File: src/rtl/fb_pkg.sv
// Shared types and address helper for the frame-buffer port scheduler.
package fb_pkg;

    localparam int unsigned FB_ADDR_W  = 16;
    localparam int unsigned FB_DATA_W  = 24;
    localparam int unsigned FB_COORD_W = 12;

    typedef struct packed {
        logic [7:0] r;
        logic [7:0] g;
        logic [7:0] b;
    } rgb888_t;

    typedef struct packed {
        logic valid;
        logic in_win;
        logic stolen;
    } fb_tag_t;

    typedef struct packed {
        logic                 in_win;
        logic [FB_ADDR_W-1:0] addr;
    } fb_loc_t;

    // Window test plus linear address (17-bit product truncated to the RAM width).
    function automatic fb_loc_t fb_addr(input logic [FB_COORD_W-1:0] x,
                                        input logic [FB_COORD_W-1:0] y,
                                        input int unsigned h_res,
                                        input int unsigned v_res,
                                        input int unsigned y_off);
        fb_loc_t loc;
        loc.in_win = (32'(x) < h_res) && (32'(y) >= y_off) && (32'(y) < y_off + v_res);
        loc.addr   = FB_ADDR_W'(17'((32'(y) - y_off) * h_res + 32'(x)));
        return loc;
    endfunction

endpackage

File: src/rtl/fb_port_scheduler_if.sv
// Pixel, host-write and RAM-port signals of the frame-buffer scheduler.
interface fb_port_scheduler_if;
    import fb_pkg::*;

    logic [FB_COORD_W-1:0] i_x_in;
    logic [FB_COORD_W-1:0] i_y_in;
    logic                  pix_enable;
    logic                  i_wr_valid;
    logic                  o_wr_ready;
    logic [FB_ADDR_W-1:0]  i_wr_addr;
    logic [FB_DATA_W-1:0]  i_wr_data;
    logic                  o_mem_en;
    logic                  o_mem_we;
    logic [FB_ADDR_W-1:0]  o_mem_addr;
    logic [FB_DATA_W-1:0]  o_mem_din;
    logic [FB_DATA_W-1:0]  i_mem_dout;
    logic [7:0]            o_r_out;
    logic [7:0]            o_g_out;
    logic [7:0]            o_b_out;
    logic                  o_pix_valid;
    logic                  o_steal;

    modport slave (
        input  i_x_in, i_y_in, pix_enable, i_wr_valid, i_wr_addr, i_wr_data, i_mem_dout,
        output o_wr_ready, o_mem_en, o_mem_we, o_mem_addr, o_mem_din,
               o_r_out, o_g_out, o_b_out, o_pix_valid, o_steal
    );

    modport master (
        output i_x_in, i_y_in, pix_enable, i_wr_valid, i_wr_addr, i_wr_data, i_mem_dout,
        input  o_wr_ready, o_mem_en, o_mem_we, o_mem_addr, o_mem_din,
               o_r_out, o_g_out, o_b_out, o_pix_valid, o_steal
    );

endinterface

File: src/rtl/fb_tag_delay.sv
// Resettable shift-register delay line of DEPTH stages.
module fb_tag_delay #(
    parameter int unsigned DEPTH = 2,
    parameter int unsigned WIDTH = 3
) (
    input  logic             clk,
    input  logic             rst,
    input  logic [WIDTH-1:0] d,
    output logic [WIDTH-1:0] q
);

    logic [WIDTH-1:0] sr [DEPTH];

    always_ff @(posedge clk or posedge rst) begin
        if (rst) begin
            for (int i = 0; i < int'(DEPTH); i++) sr[i] <= '0;
        end else begin
            sr[0] <= d;
            for (int i = 1; i < int'(DEPTH); i++) sr[i] <= sr[i-1];
        end
    end

    assign q = sr[DEPTH-1];

endmodule

File: src/rtl/fb_port_scheduler.sv
// Single owner of the frame-buffer RAM port: fixed-latency pixel reads with
// priority in the picture window, host writes guaranteed by a starvation counter.
module fb_port_scheduler
    import fb_pkg::*;
#(
    parameter int unsigned H_RES      = 320,
    parameter int unsigned V_RES      = 200,
    parameter int unsigned Y_OFF      = 40,
    parameter int unsigned MEM_LAT    = 1,
    parameter int unsigned STARVE_MAX = 15
) (
    input logic          clk,
    input logic          rst,
    fb_port_scheduler_if.slave bus
);

    localparam int unsigned CNT_W = 8;
    localparam int unsigned TAG_W = $bits(fb_tag_t);

    generate
        if (H_RES * V_RES > 65536) begin : g_bad_geometry
            $error("fb_port_scheduler: H_RES*V_RES exceeds the 16-bit address space");
        end
        if (MEM_LAT < 1 || MEM_LAT > 2) begin : g_bad_lat
            $error("fb_port_scheduler: MEM_LAT must be 1 or 2");
        end
        if (STARVE_MAX < 1 || STARVE_MAX > 255) begin : g_bad_starve
            $error("fb_port_scheduler: STARVE_MAX must be 1..255");
        end
    endgenerate

    fb_loc_t              loc;
    logic                 rd_req;
    logic                 starved;
    logic                 wr_ready;
    logic                 rd_issue;
    logic                 wr_issue;
    fb_tag_t              tag_in;
    fb_tag_t              tag_out;
    logic [CNT_W-1:0]     starve_cnt;
    logic                 mem_en;
    logic                 mem_we;
    logic [FB_ADDR_W-1:0] mem_addr;
    logic [FB_DATA_W-1:0] mem_din;
    rgb888_t              pix_q;
    logic                 pix_valid;
    logic                 steal;

    // Arbitration: reads own the port in-window unless a write has waited too long.
    always_comb begin
        loc           = fb_addr(bus.i_x_in, bus.i_y_in, H_RES, V_RES, Y_OFF);
        rd_req        = bus.pix_enable && loc.in_win;
        starved       = (starve_cnt == CNT_W'(STARVE_MAX)) && bus.i_wr_valid;
        wr_ready      = !rd_req || starved;
        rd_issue      = rd_req && !starved;
        wr_issue      = bus.i_wr_valid && wr_ready;
        tag_in.valid  = bus.pix_enable;
        tag_in.in_win = rd_req;
        tag_in.stolen = rd_req && starved;
    end

    always_ff @(posedge clk or posedge rst) begin
        if (rst) begin
            mem_en   <= 1'b0;
            mem_we   <= 1'b0;
            mem_addr <= '0;
            mem_din  <= '0;
        end else begin
            mem_en <= rd_issue || wr_issue;
            mem_we <= wr_issue;
            if (rd_issue) begin
                mem_addr <= loc.addr;
            end else if (wr_issue) begin
                mem_addr <= bus.i_wr_addr;
                mem_din  <= bus.i_wr_data;
            end
        end
    end

    // Counts consecutive refused write cycles, saturating at the steal threshold.
    always_ff @(posedge clk or posedge rst) begin
        if (rst) begin
            starve_cnt <= '0;
        end else if (bus.i_wr_valid && !wr_ready) begin
            if (starve_cnt != CNT_W'(STARVE_MAX)) starve_cnt <= starve_cnt + CNT_W'(1);
        end else begin
            starve_cnt <= '0;
        end
    end

    // Address register plus RAM latency; the output register below is the last stage.
    fb_tag_delay #(
        .DEPTH (MEM_LAT + 1),
        .WIDTH (TAG_W)
    ) u_tag_delay (
        .clk (clk),
        .rst (rst),
        .d   (tag_in),
        .q   (tag_out)
    );

    // A stolen slot repeats the previous pixel instead of showing stale RAM data.
    always_ff @(posedge clk or posedge rst) begin
        if (rst) begin
            pix_q     <= '0;
            pix_valid <= 1'b0;
            steal     <= 1'b0;
        end else begin
            pix_valid <= tag_out.valid;
            steal     <= tag_out.stolen;
            if (!tag_out.in_win) begin
                pix_q <= '0;
            end else if (!tag_out.stolen) begin
                pix_q <= rgb888_t'(bus.i_mem_dout);
            end
        end
    end

    assign bus.o_wr_ready  = wr_ready;
    assign bus.o_mem_en    = mem_en;
    assign bus.o_mem_we    = mem_we;
    assign bus.o_mem_addr  = mem_addr;
    assign bus.o_mem_din   = mem_din;
    assign bus.o_r_out     = pix_q.r;
    assign bus.o_g_out     = pix_q.g;
    assign bus.o_b_out     = pix_q.b;
    assign bus.o_pix_valid = pix_valid;
    assign bus.o_steal     = steal;

endmodule

File: src/flat_wrapper.sv
// flat-port wrapper written by rule: the top's interface ports become plain ports
module fb_port_scheduler_flat import fb_pkg::*;
#(
    parameter int unsigned H_RES      = 320,
    parameter int unsigned V_RES      = 200,
    parameter int unsigned Y_OFF      = 40,
    parameter int unsigned MEM_LAT    = 1,
    parameter int unsigned STARVE_MAX = 15
)
  (clk, rst, bus_i_x_in, bus_i_y_in, bus_pix_enable, bus_i_wr_valid, bus_i_wr_addr, bus_i_wr_data, bus_i_mem_dout, bus_o_wr_ready, bus_o_mem_en, bus_o_mem_we, bus_o_mem_addr, bus_o_mem_din, bus_o_r_out, bus_o_g_out, bus_o_b_out, bus_o_pix_valid, bus_o_steal);
  fb_port_scheduler_if bus_i ();
  input logic clk;
  input logic rst;
  input wire logic [$bits(bus_i.i_x_in)-1:0] bus_i_x_in;
  input wire logic [$bits(bus_i.i_y_in)-1:0] bus_i_y_in;
  input wire logic [$bits(bus_i.pix_enable)-1:0] bus_pix_enable;
  input wire logic [$bits(bus_i.i_wr_valid)-1:0] bus_i_wr_valid;
  input wire logic [$bits(bus_i.i_wr_addr)-1:0] bus_i_wr_addr;
  input wire logic [$bits(bus_i.i_wr_data)-1:0] bus_i_wr_data;
  input wire logic [$bits(bus_i.i_mem_dout)-1:0] bus_i_mem_dout;
  output wire logic [$bits(bus_i.o_wr_ready)-1:0] bus_o_wr_ready;
  output wire logic [$bits(bus_i.o_mem_en)-1:0] bus_o_mem_en;
  output wire logic [$bits(bus_i.o_mem_we)-1:0] bus_o_mem_we;
  output wire logic [$bits(bus_i.o_mem_addr)-1:0] bus_o_mem_addr;
  output wire logic [$bits(bus_i.o_mem_din)-1:0] bus_o_mem_din;
  output wire logic [$bits(bus_i.o_r_out)-1:0] bus_o_r_out;
  output wire logic [$bits(bus_i.o_g_out)-1:0] bus_o_g_out;
  output wire logic [$bits(bus_i.o_b_out)-1:0] bus_o_b_out;
  output wire logic [$bits(bus_i.o_pix_valid)-1:0] bus_o_pix_valid;
  output wire logic [$bits(bus_i.o_steal)-1:0] bus_o_steal;
  assign bus_i.i_x_in = bus_i_x_in;
  assign bus_i.i_y_in = bus_i_y_in;
  assign bus_i.pix_enable = bus_pix_enable;
  assign bus_i.i_wr_valid = bus_i_wr_valid;
  assign bus_i.i_wr_addr = bus_i_wr_addr;
  assign bus_i.i_wr_data = bus_i_wr_data;
  assign bus_i.i_mem_dout = bus_i_mem_dout;
  assign bus_o_wr_ready = bus_i.o_wr_ready;
  assign bus_o_mem_en = bus_i.o_mem_en;
  assign bus_o_mem_we = bus_i.o_mem_we;
  assign bus_o_mem_addr = bus_i.o_mem_addr;
  assign bus_o_mem_din = bus_i.o_mem_din;
  assign bus_o_r_out = bus_i.o_r_out;
  assign bus_o_g_out = bus_i.o_g_out;
  assign bus_o_b_out = bus_i.o_b_out;
  assign bus_o_pix_valid = bus_i.o_pix_valid;
  assign bus_o_steal = bus_i.o_steal;
  fb_port_scheduler #(.H_RES(H_RES), .V_RES(V_RES), .Y_OFF(Y_OFF), .MEM_LAT(MEM_LAT), .STARVE_MAX(STARVE_MAX)) u_core (.clk(clk), .rst(rst), .bus(bus_i));
endmodule
File: config.mk
export PLATFORM = sky130hd
export DESIGN_NAME = fb_port_scheduler_flat
export DESIGN_NICKNAME = d
export VERILOG_FILES = /design/src/rtl/fb_pkg.sv /design/src/rtl/fb_port_scheduler_if.sv /design/src/rtl/fb_tag_delay.sv /design/src/rtl/fb_port_scheduler.sv /design/src/flat_wrapper.sv
export SDC_FILE = /design/constraint.sdc
export NUM_CORES = 1
export LEC_CHECK = 0
export ABC_CLOCK_PERIOD_IN_PS = 3640
export BUFFER_PORTS_ARGS = -buffer_cell sky130_fd_sc_hd__buf_2
export CAP_MARGIN = 20
export CORE_MARGIN = 1
export CORE_UTILIZATION = 40
export CTS_CLUSTER_DIAMETER = 30
export DETAILED_ROUTE_END_ITERATION = 12
export HOLD_SLACK_MARGIN = 0.05
export PLACE_DENSITY = 0.75
export SYNTH_ARGS = -nofsm -noshare
export SYNTH_HDL_FRONTEND = slang
export SYNTH_SLANG_ARGS = --single-unit
File: constraint.sdc
create_clock -name clk -period 3.64 [get_ports clk]
set_input_delay 0.728 -clock clk [delete_from_list [all_inputs] [get_ports clk]]
set_output_delay 0.728 -clock clk [all_outputs]
set_load 0.02 [all_outputs]
-- Word level (Yosys, flattened, before mapping)
Index checks and enable logic that the tools add are counted.
- bits in registers: 82
- bits of input ports: 92
- output and inout port bits: 69
- word-level logic and storage cells: 45
- add/sub/neg operators: 3
- multiply operators: 1
- order comparisons: 3
- equality and inequality tests: 4
- mux-type cells: 6
- bitwise operators: 1
- reductions and logical operators: 15
- operator list (operator ; count):
    $mux W24 ; 2
    $mul A32 B3 Y10 const B ; 1
    $mux W16 ; 2
    $add A16 B12 Y16 ; 1
    $mux W8 ; 2
    $sub A12 B6 Y13 const B ; 1
    $ge A12 B6 Y1 const B ; 1
    $lt A12 B8 Y1 const B ; 1
    $lt A12 B9 Y1 const B ; 1
    $add A8 B1 Y8 const B ; 1
    $eq A8 B4 Y1 const B ; 1
    $logic_and A1 B1 Y1 ; 8
    $ne A8 B4 Y1 const B ; 1
    $ne A2 B2 Y1 const B ; 2
    $logic_not A1 Y1 ; 3
    $logic_or A1 B1 Y1 ; 2
    $reduce_and A2 Y1 ; 1
    $reduce_bool A2 Y1 ; 1
    $not A1 Y1 ; 1

-- Logic depth before layout (Yosys ltp)
Gate-level depths: netlist of run 1.
- depth in word-level cells: 9
- depth in mapped cells: 14

-- Modules after synthesis
From an unflattened synthesis of run 1, not the netlist that was laid out.
- cells, all modules: 349
- area, all modules: 4196.5 um^2
- by module, submodules not included (module ; times used ; cells an instance ; area each (um^2)):
    fb_port_scheduler ; 1 ; 339 ; 4020.1
    fb_tag_delay ; 1 ; 10 ; 176.4

-- Least setup slack after synthesis of run 1
No wires, ideal clock.
- path kind: input to register
- from: input port bus_i_y_in[3]
- to: register u_core.mem_addr[14], in the netlist u_core.bus.o_mem_addr[14]
- library setup time: 0.083 ns
- arrival time: 3.118 ns
- data required time: 3.557 ns
- setup slack: 0.440 ns
- stages: 13
- buffers on the path: 0
- cells stage by stage: inv_1 -> ha_1 -> inv_1 -> ha_1 -> inv_1 -> fa_1 -> xnor2_1 -> ha_1 -> nand2_1 -> a21o_1 -> a211oi_1 -> xor3_1 -> o21ai_0
- word-level cells in the longest chain between the ends: 8
- elaborated cells between the ends (all ways): 14
- RTL lines (element ; line ; RTL):
    start, declared ; flat_wrapper.sv:15 ; input wire logic [$bits(bus_i.i_y_in)-1:0] bus_i_y_in;
    parallel branches: the longest is 8 deep, another holds $mul A32 B3 Y10 ; - ;
    end signal, assigned ; fb_port_scheduler.sv:72 ; mem_addr <= loc.addr;
    end signal, assigned ; fb_port_scheduler.sv:74 ; mem_addr <= bus.i_wr_addr;
    end, declared ; fb_port_scheduler.sv:43 ; logic [FB_ADDR_W-1:0] mem_addr;
Parallel ways; which one is timed is not known.
A chain may end at the register's enable or synchronous reset.

-- Final worst setup path of run 1
Same ends and word-level chain as after synthesis.

==> metrics, run 1 <==
drt total wl 9119 um; Slew Limit Fails 0; clock slew at reported path FFs 90 ps; setup slack after layout 430.5 ps; Cell Area, Synth 4204 um2; number of port buffers 160; Flop pwr share 44.6%; Core Rows 37; Pleak 2.781 nW; final net count 627; Post-synth EDFFs 0; setup TNS 0 ps; Crit Path Class in -> reg; Peak VDD IR 0.1636 mV; initial antenna violation count 0; Placed Cells 636; die width 104.5 um; Final Hold Viols 0; Switch Pwr 0.6605 mW; RSZ-0062 raised after global routing no; drt via density 4.831; Crit. End Element flip-flop; area occupied by multi-input gates 2012 um2; clock sink total 82; core area 10,280 um2; Reg area 2052 um2; CP Launch Type primary input; Detail Placement HPWL 7110 um; GR Util All Layers 17.59%; H-tree Lvls 3; worst-path fanout max 4; Comb pwr share 24.5%; DP Worst Slack 74.74 ps; worst-skew pair later-pin latency 350 ps; Final ANT Viol Nets 0; sequential area share after synthesis 48.81%; min-delay worst type in -> async; Netlist cell types 39; Int Power 1.543 mW; CTS tree done; Synth Register Bits 82; largest area contributor in the netlist dfrtp_1; Die H 104.5 um; top post-synthesis cells by area dfrtp_1 49%, mux2i_1 8.1%, mux2_4 6.8%; reg-to-reg setup timing slack 1500 ps; Pre-antenna DRT Iters 4; max cap viols 0; fmax 0.3116 GHz; fraction of registers with async set/reset 100.0%; hold buffer count at cts 0; Worst EP arrival 3480 ps; wire length of the first global-routing pass 15,240 um; fillers 924; Req. time, crit path 3910 ps; pwr dens 409.5 nW/um2; post-synth top area share 48.81%; wire per inst 13.99 um; CP endpoint u_core.bus.o_mem_addr[14]; Num CTS Buffers 9; CTS resizes 0; Clk pwr share 30.9%; CP Launch Point bus_i_y_in[3]; commonest cells after routing, fill and taps aside 160 x buf_2, 82 x dfrtp_1, 34 x mux2i_1, 26 x nor2b_1, 22 x ha_1; GPL Wtd Cong 0.8101; Final Core Density 52.36%; clk buf depth 2; reg2reg path depth 6; Slew @ Worst Pin 785.6 ps; Synth Flop Type dfrtp_1; I/O Pins 161; total die area 10,920 um2; Syn-to-layout area delta 28.01%; Avg Cell Area, Syn 12.12 um2; Synth Instances 347; Period Utilization, post-route 88.17%; yosys synthesis warning count 0; vias in the first global route 3,254; setup violators final 0; Starting DRT DRC Count 132; share of post-route cells with drive strength above 1 42.64%; GRT overflow 0; Post-Syn Nets 463; Worst Skew 8.958 ps; RR Endpoint u_core.bus.o_mem_din[8]; FF-to-FF Start u_core.starve_cnt[0]; post-layout min period 3209 ps; # DRC 0; Hold Slack 308.9 ps; Slew headroom 47.50%; net switching fraction of the power 29.97%; largest net degree at the start of global routing 51; leading cell type in the layout, fill and taps excluded buf_2; via count 3,150; n_diodes 0; Root Driver clkbuf_8; status complete, no violations; fin cells 652; Initial Util 40.91%; post-CTS setup buffer count 0
-- stage by stage --
step	power, mW	instance area, um2
after floorplan	1.370	4204
after global routing	2.329	5381
after detailed placement	1.541	5174
final	2.204	5381
after CTS	2.234	5381
after global placement	1.518	5119
-- power by group through the flow --
stage / sequential, mW / combinational [mW] / clock (mW)
6_report: 0.983 / 0.539 / 0.681
5_1_grt: 0.990 / 0.591 / 0.749
4_1_cts: 0.984 / 0.543 / 0.707
3_5_place_dp: 1.00 / 0.539 / 0
3_3_place_gp: 0.999 / 0.519 / 0
2_1_floorplan: 1.06 / 0.311 / 0
-- cell families after synthesis --
family,Yosys count,synth area share [%]
AOI/OAI and AO/OA,41,6.012
muxes,65,18.10
adders and majority gates,24,7.500
and+or+nand+nor,83,10.57
buffers and inverters,28,3.333
DFF,82,48.81
xor gates and xnor gates,24,5.684
-- layout make-up --
cell class | instances | share of cell area [%]
well taps | 136 | 3.162
repair buffers | 165 | 16.32
inverters | 16 | 1.139
clock buffers | 9 | 2.302
flip-flops and latches | 82 | 38.13
multi-input cells | 237 | 37.39
clock inverters | 7 | 1.558
-- worst min-delay path by stage --
stage                             start                      end  slack (ps)  cells past startpoint
2_1_floorplan   u_core.u_tag_delay.q[2]   u_core.bus.o_pix_valid         330                      0
3_3_place_gp   u_core.u_tag_delay.sr[4]  u_core.u_tag_delay.q[1]         330                      0
3_5_place_dp   u_core.u_tag_delay.sr[3]  u_core.u_tag_delay.q[0]         340                      0
4_1_cts                             rst  u_core.bus.o_mem_din[4]         300                      2
5_1_grt                             rst  u_core.bus.o_mem_din[4]         300                      2
6_report                            rst    u_core.bus.o_b_out[1]         310                      2
-- cell usage after synthesis, drive strengths merged, types with 2 or more instances --
cell    count
nor2b      26
nand3       5
a211oi      2
clkbuf      6
mux2i      34
xor2       10
inv        16
mux2       31
fa          2
and3        3
xnor2      12
nand2      15
dfrtp      82
a21oi      17
or2         2
o21ai      15
nor4b       3
nor4        3
nand2b      2
buf         6
a21o        4
ha         22
nor2       21
nand4       2
-- layer usage --
layer  GRT usage, %  wire (um)  vias up  part of all wire (%)
met5              0          0        -                     0
met4          7.449        157        0                   1.7
met3          4.073        580       14                   6.4
met2          29.52       4509      128                    49
met1          21.66       3870     1490                    42
li1               -          -     1518                     -
-- critical path, stage by stage --
cell and delay (ps):
buf_2 110, inv_1 70, ha_1 280, inv_1 50, ha_1 300, inv_1 60
fa_1 450, xnor2_1 140, ha_1 350, nand2_1 70, a21o_1 170, a211oi_1 280
xor3_1 270, o21ai_0 140
-- registers in the layout (all words and copies together), names as in the netlist --
register                count
u_core.bus.o_g_out          8
u_core.bus.o_mem_addr      16
u_core.u_tag_delay.sr       3
u_core.bus.o_mem_din       24
u_core.bus.o_steal          1
u_core.bus.o_mem_we         1
u_core.u_tag_delay.q        3
u_core.bus.o_b_out          8
u_core.bus.o_pix_valid      1
u_core.starve_cnt           8
u_core.bus.o_r_out          8
u_core.bus.o_mem_en         1
Power figures use the tool's default switching activity.
==> run 2, diff against run 1 <==
--- a/config.mk
+++ b/config.mk
@@ -6,14 +6,14 @@
 export NUM_CORES = 1
 export LEC_CHECK = 0
 export ABC_CLOCK_PERIOD_IN_PS = 3640
-export BUFFER_PORTS_ARGS = -buffer_cell sky130_fd_sc_hd__buf_2
 export CAP_MARGIN = 20
 export CORE_MARGIN = 1
-export CORE_UTILIZATION = 40
+export CORE_UTILIZATION = 45
 export CTS_CLUSTER_DIAMETER = 30
 export DETAILED_ROUTE_END_ITERATION = 12
+export DONT_BUFFER_PORTS = 1
 export HOLD_SLACK_MARGIN = 0.05
-export PLACE_DENSITY = 0.75
+export PLACE_DENSITY = 0.68
 export SYNTH_ARGS = -nofsm -noshare
 export SYNTH_HDL_FRONTEND = slang
 export SYNTH_SLANG_ARGS = --single-unit
==> run 2 against run 1 <==
Net effect:
- routed wire length decreased by 13%
- fmax up 5.7%
- hold slack worse by 150 ps
- core utilization decreased by 1.7 points
- critical path type unchanged
==> metrics, run 2 (synthesis gave the netlist of run 1 again) <==
status complete, no violations; Period Utilization, post-route 83.44% (-4.7 points); fillers 797 (-14%); Top Family by Delay on Critical Path adder cells; CP Launch Type primary input; Root Driver clkbuf_8; leading cell type in the layout, fill and taps excluded dfrtp_1; RR Endpoint u_core.bus.o_mem_din[7]; hold buffer count at cts 0 (unchanged); largest net degree at the start of global routing 63 (+24%); post-layout min period 3037 ps (-172.3 ps); Bufs and invs on worst path 3 (-1); Slew headroom 52.35% (+4.8 points); via count 2,502 (-21%); Max stage delay on crit path 440 ps (about the same); Slew Limit Fails 0 (unchanged); Final ANT Viol Nets 0 (unchanged); CTS tree done; commonest cells after routing, fill and taps aside 82 x dfrtp_1, 34 x mux2i_1, 26 x nor2b_1, 22 x ha_1, 21 x nor2_1; post-route cell area 4507 um2 (-16%); n_diodes 0 (unchanged); slowest CP cell fa_1; routed wl met3 618 um (+6.6%); Pre-antenna DRT Iters 4 (unchanged); crit-path cells inv_1 -> ha_1 -> inv_1 -> ha_1 -> inv_1 -> fa_1 -> xnor2_1 -> ha_1 -> o21ai_0 -> nand2b_1 -> o31ai_1 -> nor4_1 -> xnor2_1 -> o21ai_1; Num CTS Buffers 9 (unchanged); Crit Path Class in -> reg; wire per inst 17.12 um (+22%); clock sink total 82 (unchanged); Worst Skew 12.01 ps (+3.048 ps); Syn-to-layout area delta 7.202%; Req. time, crit path 3840 ps (-70 ps); final net count 465 (-26%); area post-placement 4268 um2 (-18%); RSZ-0062 raised after global routing no; top routing layer used met4; wire length of the first global-routing pass 12,690 um (-17%); drt via density 5.416 (+12%); vias in the first global route 2,554 (-22%); # DRC 0 (unchanged); Total Power 2.042 mW (-7.3%); Detail Placement HPWL 5983 um (-16%); Worst EP arrival 3230 ps (-250 ps); share of post-route cells with drive strength above 1 16.38% (-26 points); pwr dens 453.2 nW/um2 (+11%); Final Core Density 50.69% (-1.7 points); max reg flops 24 (unchanged); total die area 9733 um2 (-11%); max cap viols 0 (unchanged); worst-skew pair later-pin latency 350 ps (about the same); Final Hold Viols 0 (unchanged); min-delay worst type in -> async; setup violators final 0 (unchanged); post-CTS setup buffer count 0 (unchanged); reg-to-reg setup timing slack 1440 ps (-60 ps); Crit. End Element flip-flop; Slew @ Worst Pin 713.1 ps (-72.55 ps); Initial Util 47.28% (+6.4 points); die width 98.66 um (-5.6%); core area 8891 um2 (-13%); worst-path fanout max 4 (unchanged); number of port buffers 0 (-100%); GR Util All Layers 16.83% (-0.76 points); Pleak 2.092 nW (-25%); Peak VDD IR 0.2451 mV (+50%); clk buf depth 2 (unchanged); fmax 0.3293 GHz (+5.7%); GPL Wtd Cong 0.7626 (-5.9%); CTS resizes 0 (unchanged); clock slew at reported path FFs 90 ps (about the same); GRT overflow 0 (unchanged); Hold Slack 163.5 ps (-145.3 ps); Starting DRT DRC Count 102 (-23%); met2 wire length 3896 um (-14%); initial antenna violation count 0 (unchanged); reg2reg path depth 6 (unchanged); Die H 98.66 um (-5.6%); Core Rows 34 (-8.1%); H-tree Lvls 3 (unchanged); I/O Pins 161 (unchanged); FF-to-FF Start u_core.starve_cnt[0]; setup TNS 0 ps (unchanged); drt total wl 7908 um (-13%); met1 wire length 3256 um (-16%)
## run 2: cell types whose count changed in the layout (fill, tap and decap cells not counted), sizes merged
| cell | previous run | this run |
|---|---|---|
| inv | 19 | 18 |
| buf | 165 | 3 |
| bufinv | 1 | 0 |
| clkbuf | 9 | 11 |
## run 2: final cells by class
class,instances,area (um2),area share (%)
Clock buffer,11,151.4,3.359
Clock inverter,5,45.04,0.9994
Inverter,16,61.31,1.360
Multi-Input combinational cell,237,2012,44.64
Sequential cell,82,2052,45.53
Tap cell,108,135.1,2.998
Timing Repair Buffer,3,50.05,1.110
## run 2: metrics by stage
step	setup WS, ps	instances
floorplan	439.5	347
global route	470.8	462
global placement	326.5	444
CTS	608.3	460
detailed placement	230.5	444
finish	602.9	462
## run 2: worst register-to-register path, cell delays in order (launching register included)
cell and delay (ps):
dfrtp_1 400, ha_1 190, and3_1 240, nand2_1 120
o21ai_4 380, nand2_4 340, mux2_4 410
## run 2: worst max-delay path by stage
stage                              from                         to  slack (ps)  cells past startpoint
final                     bus_i_y_in[3]  u_core.bus.o_mem_addr[15]         600                     14
after global routing      bus_i_y_in[3]  u_core.bus.o_mem_addr[14]         470                     13
after CTS                 bus_i_y_in[3]  u_core.bus.o_mem_addr[15]         610                     14
after detailed placement  bus_i_y_in[3]  u_core.bus.o_mem_addr[15]         230                     14
after global placement    bus_i_y_in[3]  u_core.bus.o_mem_addr[14]         330                     13
after floorplan           bus_i_y_in[3]  u_core.bus.o_mem_addr[14]         440                     13
## run 2: report_power, final
group          internal (mW)  switching (mW)
clock                  0.296           0.334
combinational          0.188           0.169
sequential             0.958          0.0977
## run 2: metal layers
metal  global-route usage [%]  vias up
met5                        0        -
met2                    27.90      103
met4                    5.626        0
li1                         -     1186
met3                    6.028       13
met1                    20.46     1200
==> run 3, diff against run 2 <==
--- a/config.mk
+++ b/config.mk
@@ -5,7 +5,7 @@
 export SDC_FILE = /design/constraint.sdc
 export NUM_CORES = 1
 export LEC_CHECK = 0
-export ABC_CLOCK_PERIOD_IN_PS = 3640
+export ABC_CLOCK_PERIOD_IN_PS = 3000
 export CAP_MARGIN = 20
 export CORE_MARGIN = 1
 export CORE_UTILIZATION = 45
==> constraint.sdc (replaced) <==
create_clock -name clk -period 3 [get_ports clk]
set_input_delay 0.6 -clock clk [delete_from_list [all_inputs] [get_ports clk]]
set_output_delay 0.6 -clock clk [all_outputs]
set_load 0.02 [all_outputs]
==> run 3 against run 2 <==
Net effect:
- combinational power increased by 28%
- power increased by 21%
- non-clock buffer count increased by 9
- cell count increased by 1.9%
- die area unchanged
- critical path type unchanged
- largest cell class unchanged
- largest power group unchanged
==> metrics, run 3 (synthesis gave the netlist of run 1 again) <==
status complete, no violations; n_diodes 0 (unchanged); CP endpoint u_core.bus.o_mem_addr[14]; Final Hold Viols 0 (unchanged); Peak VDD IR 0.2346 mV (-4.3%); Pleak 2.127 nW (+1.7%); CP Launch Point bus_i_y_in[3]; commonest cells after routing, fill and taps aside 82 x dfrtp_1, 34 x mux2i_1, 26 x nor2b_1, 22 x ha_1, 21 x nor2_1; Initial Util 47.28% (unchanged); RSZ-0062 raised after global routing no; H-tree Lvls 3 (unchanged); max reg flops 24 (unchanged); leading cell type in the layout, fill and taps excluded dfrtp_1; Crit Path Class in -> reg; number of port buffers 0 (unchanged); setup slack after layout 157.5 ps (-445.4 ps); pwr dens 543.3 nW/um2 (+20%); share of post-route cells with drive strength above 1 18.73% (+2.3 points); I/O Pins 161 (unchanged); reg-to-reg setup timing slack 1040 ps (-400 ps); GRT overflow 0 (unchanged); Starting DRT DRC Count 66 (-35%); min-delay worst type in -> async; CP Launch Type primary input; Worst Skew 13.70 ps (+1.699 ps); Slew @ Worst Pin 861.7 ps (+148.7 ps); vias in the first global route 2,555 (+0.039%); FF-to-FF Start u_core.starve_cnt[0]; wire per inst 16.37 um (-4.4%); Num CTS Buffers 9 (unchanged); Worst EP arrival 3110 ps (-120 ps); drt total wl 7710 um (-2.5%); post-layout min period 2842 ps; GPL Wtd Cong 0.8038 (+5.4%); wire length of the first global-routing pass 12,650 um (-0.28%); final net count 474 (+1.9%); RR Endpoint u_core.bus.o_mem_din[23]; drt via density 5.299 (-2.1%); Slew headroom 42.48% (-9.9 points); largest net degree at the start of global routing 52 (-17%); Root Driver clkbuf_8; die width 98.66 um (unchanged); clock sink total 82 (unchanged); total die area 9733 um2 (unchanged); post-CTS setup buffer count 0 (unchanged); worst-path fanout max 4 (unchanged); # DRC 0 (unchanged); Crit. End Element flip-flop; initial antenna violation count 0 (unchanged); Detail Placement HPWL 5855 um (-2.1%); Die H 98.66 um (unchanged); Period Utilization, post-route 94.75%; reg2reg path depth 6 (unchanged); max cap viols 0 (unchanged); setup violators final 0 (unchanged); Slew Limit Fails 0 (unchanged); hold buffer count at cts 0 (unchanged); CTS resizes 0 (unchanged); Final ANT Viol Nets 0 (unchanged); Hold Slack 278.5 ps (+115.0 ps); fmax 0.3518 GHz; clk buf depth 2 (unchanged); core area 8891 um2 (unchanged); worst-skew pair later-pin latency 350 ps (about the same); DP Worst Slack -165.8 ps (-396.3 ps); CTS tree done; Req. time, crit path 3260 ps (-580 ps); Pre-antenna DRT Iters 4 (unchanged); Syn-to-layout area delta 8.363%; GR Util All Layers 16.76% (-0.067 points); clock slew at reported path FFs 90 ps (about the same); Core Rows 34 (unchanged); via count 2,496 (-0.24%)
-- run 3: cell types whose count changed in the layout (fill, tap and decap cells not counted), sizes merged --
cell	previous run	this run
buf	3	12
clkinv	2	4
inv	18	17
clkbuf	11	10
-- run 3: layout make-up --
cell class	count	area (um2)
Clock buffer	10	137.6
Clock inverter	6	50.05
Fill cell	785	4335
Inverter	16	61.31
Multi-Input combinational cell	237	2017
Sequential cell	82	2052
Tap cell	108	135.1
Timing Repair Buffer	12	102.6
-- run 3: worst min path at each step --
stage,to,startpoint,slack [ps]
after detailed placement,u_core.u_tag_delay.q[2],u_core.u_tag_delay.sr[5],330
after global routing,u_core.u_tag_delay.sr[5],bus_pix_enable,260
after global placement,u_core.u_tag_delay.q[2],u_core.u_tag_delay.sr[5],330
after floorplan,u_core.bus.o_pix_valid,u_core.u_tag_delay.q[2],330
final,u_core.bus.o_mem_din[10],rst,280
after CTS,u_core.u_tag_delay.sr[5],bus_pix_enable,260
-- run 3: routing by layer --
| layer | share of wire (%) | vias up | GRT usage, % |
|---|---|---|---|
| met2 | 47 | 106 | 26.38 |
| met3 | 9.1 | 7 | 5.603 |
| met4 | 1.4 | 0 | 6.659 |
| met1 | 43 | 1176 | 21.43 |
| met5 | 0 | - | 0 |
| li1 | - | 1207 | - |
-- run 3: critical path, stage by stage --
cell	delay, ps
inv_1	30
ha_1	270
inv_1	50
ha_1	300
inv_1	60
fa_1	450
xnor2_1	140
ha_1	340
nand2_1	70
a21o_1	180
a211oi_2	220
xor3_1	240
o21ai_0	140
-- run 3: where the power goes --
part / switching (mW) / leakage, nW / internal, mW
clock: 0.405 / 0.0948 / 0.333
combinational: 0.211 / 0.989 / 0.246
sequential: 0.117 / 1.04 / 1.16
-- run 3: through the flow --
stage          area (um2)  instances  total power, mW  util, %  setup TNS [ps]
3_3_place_gp         4368        455            1.753    49.13          -148.8
4_1_cts              4556        471            2.515    51.24               0
3_5_place_dp         4368        455            1.762    49.13          -263.9
6_report             4556        471            2.475    51.24               0
2_1_floorplan        4209        347            1.667        -          -43.84
5_1_grt              4556        471            2.629    51.24               0
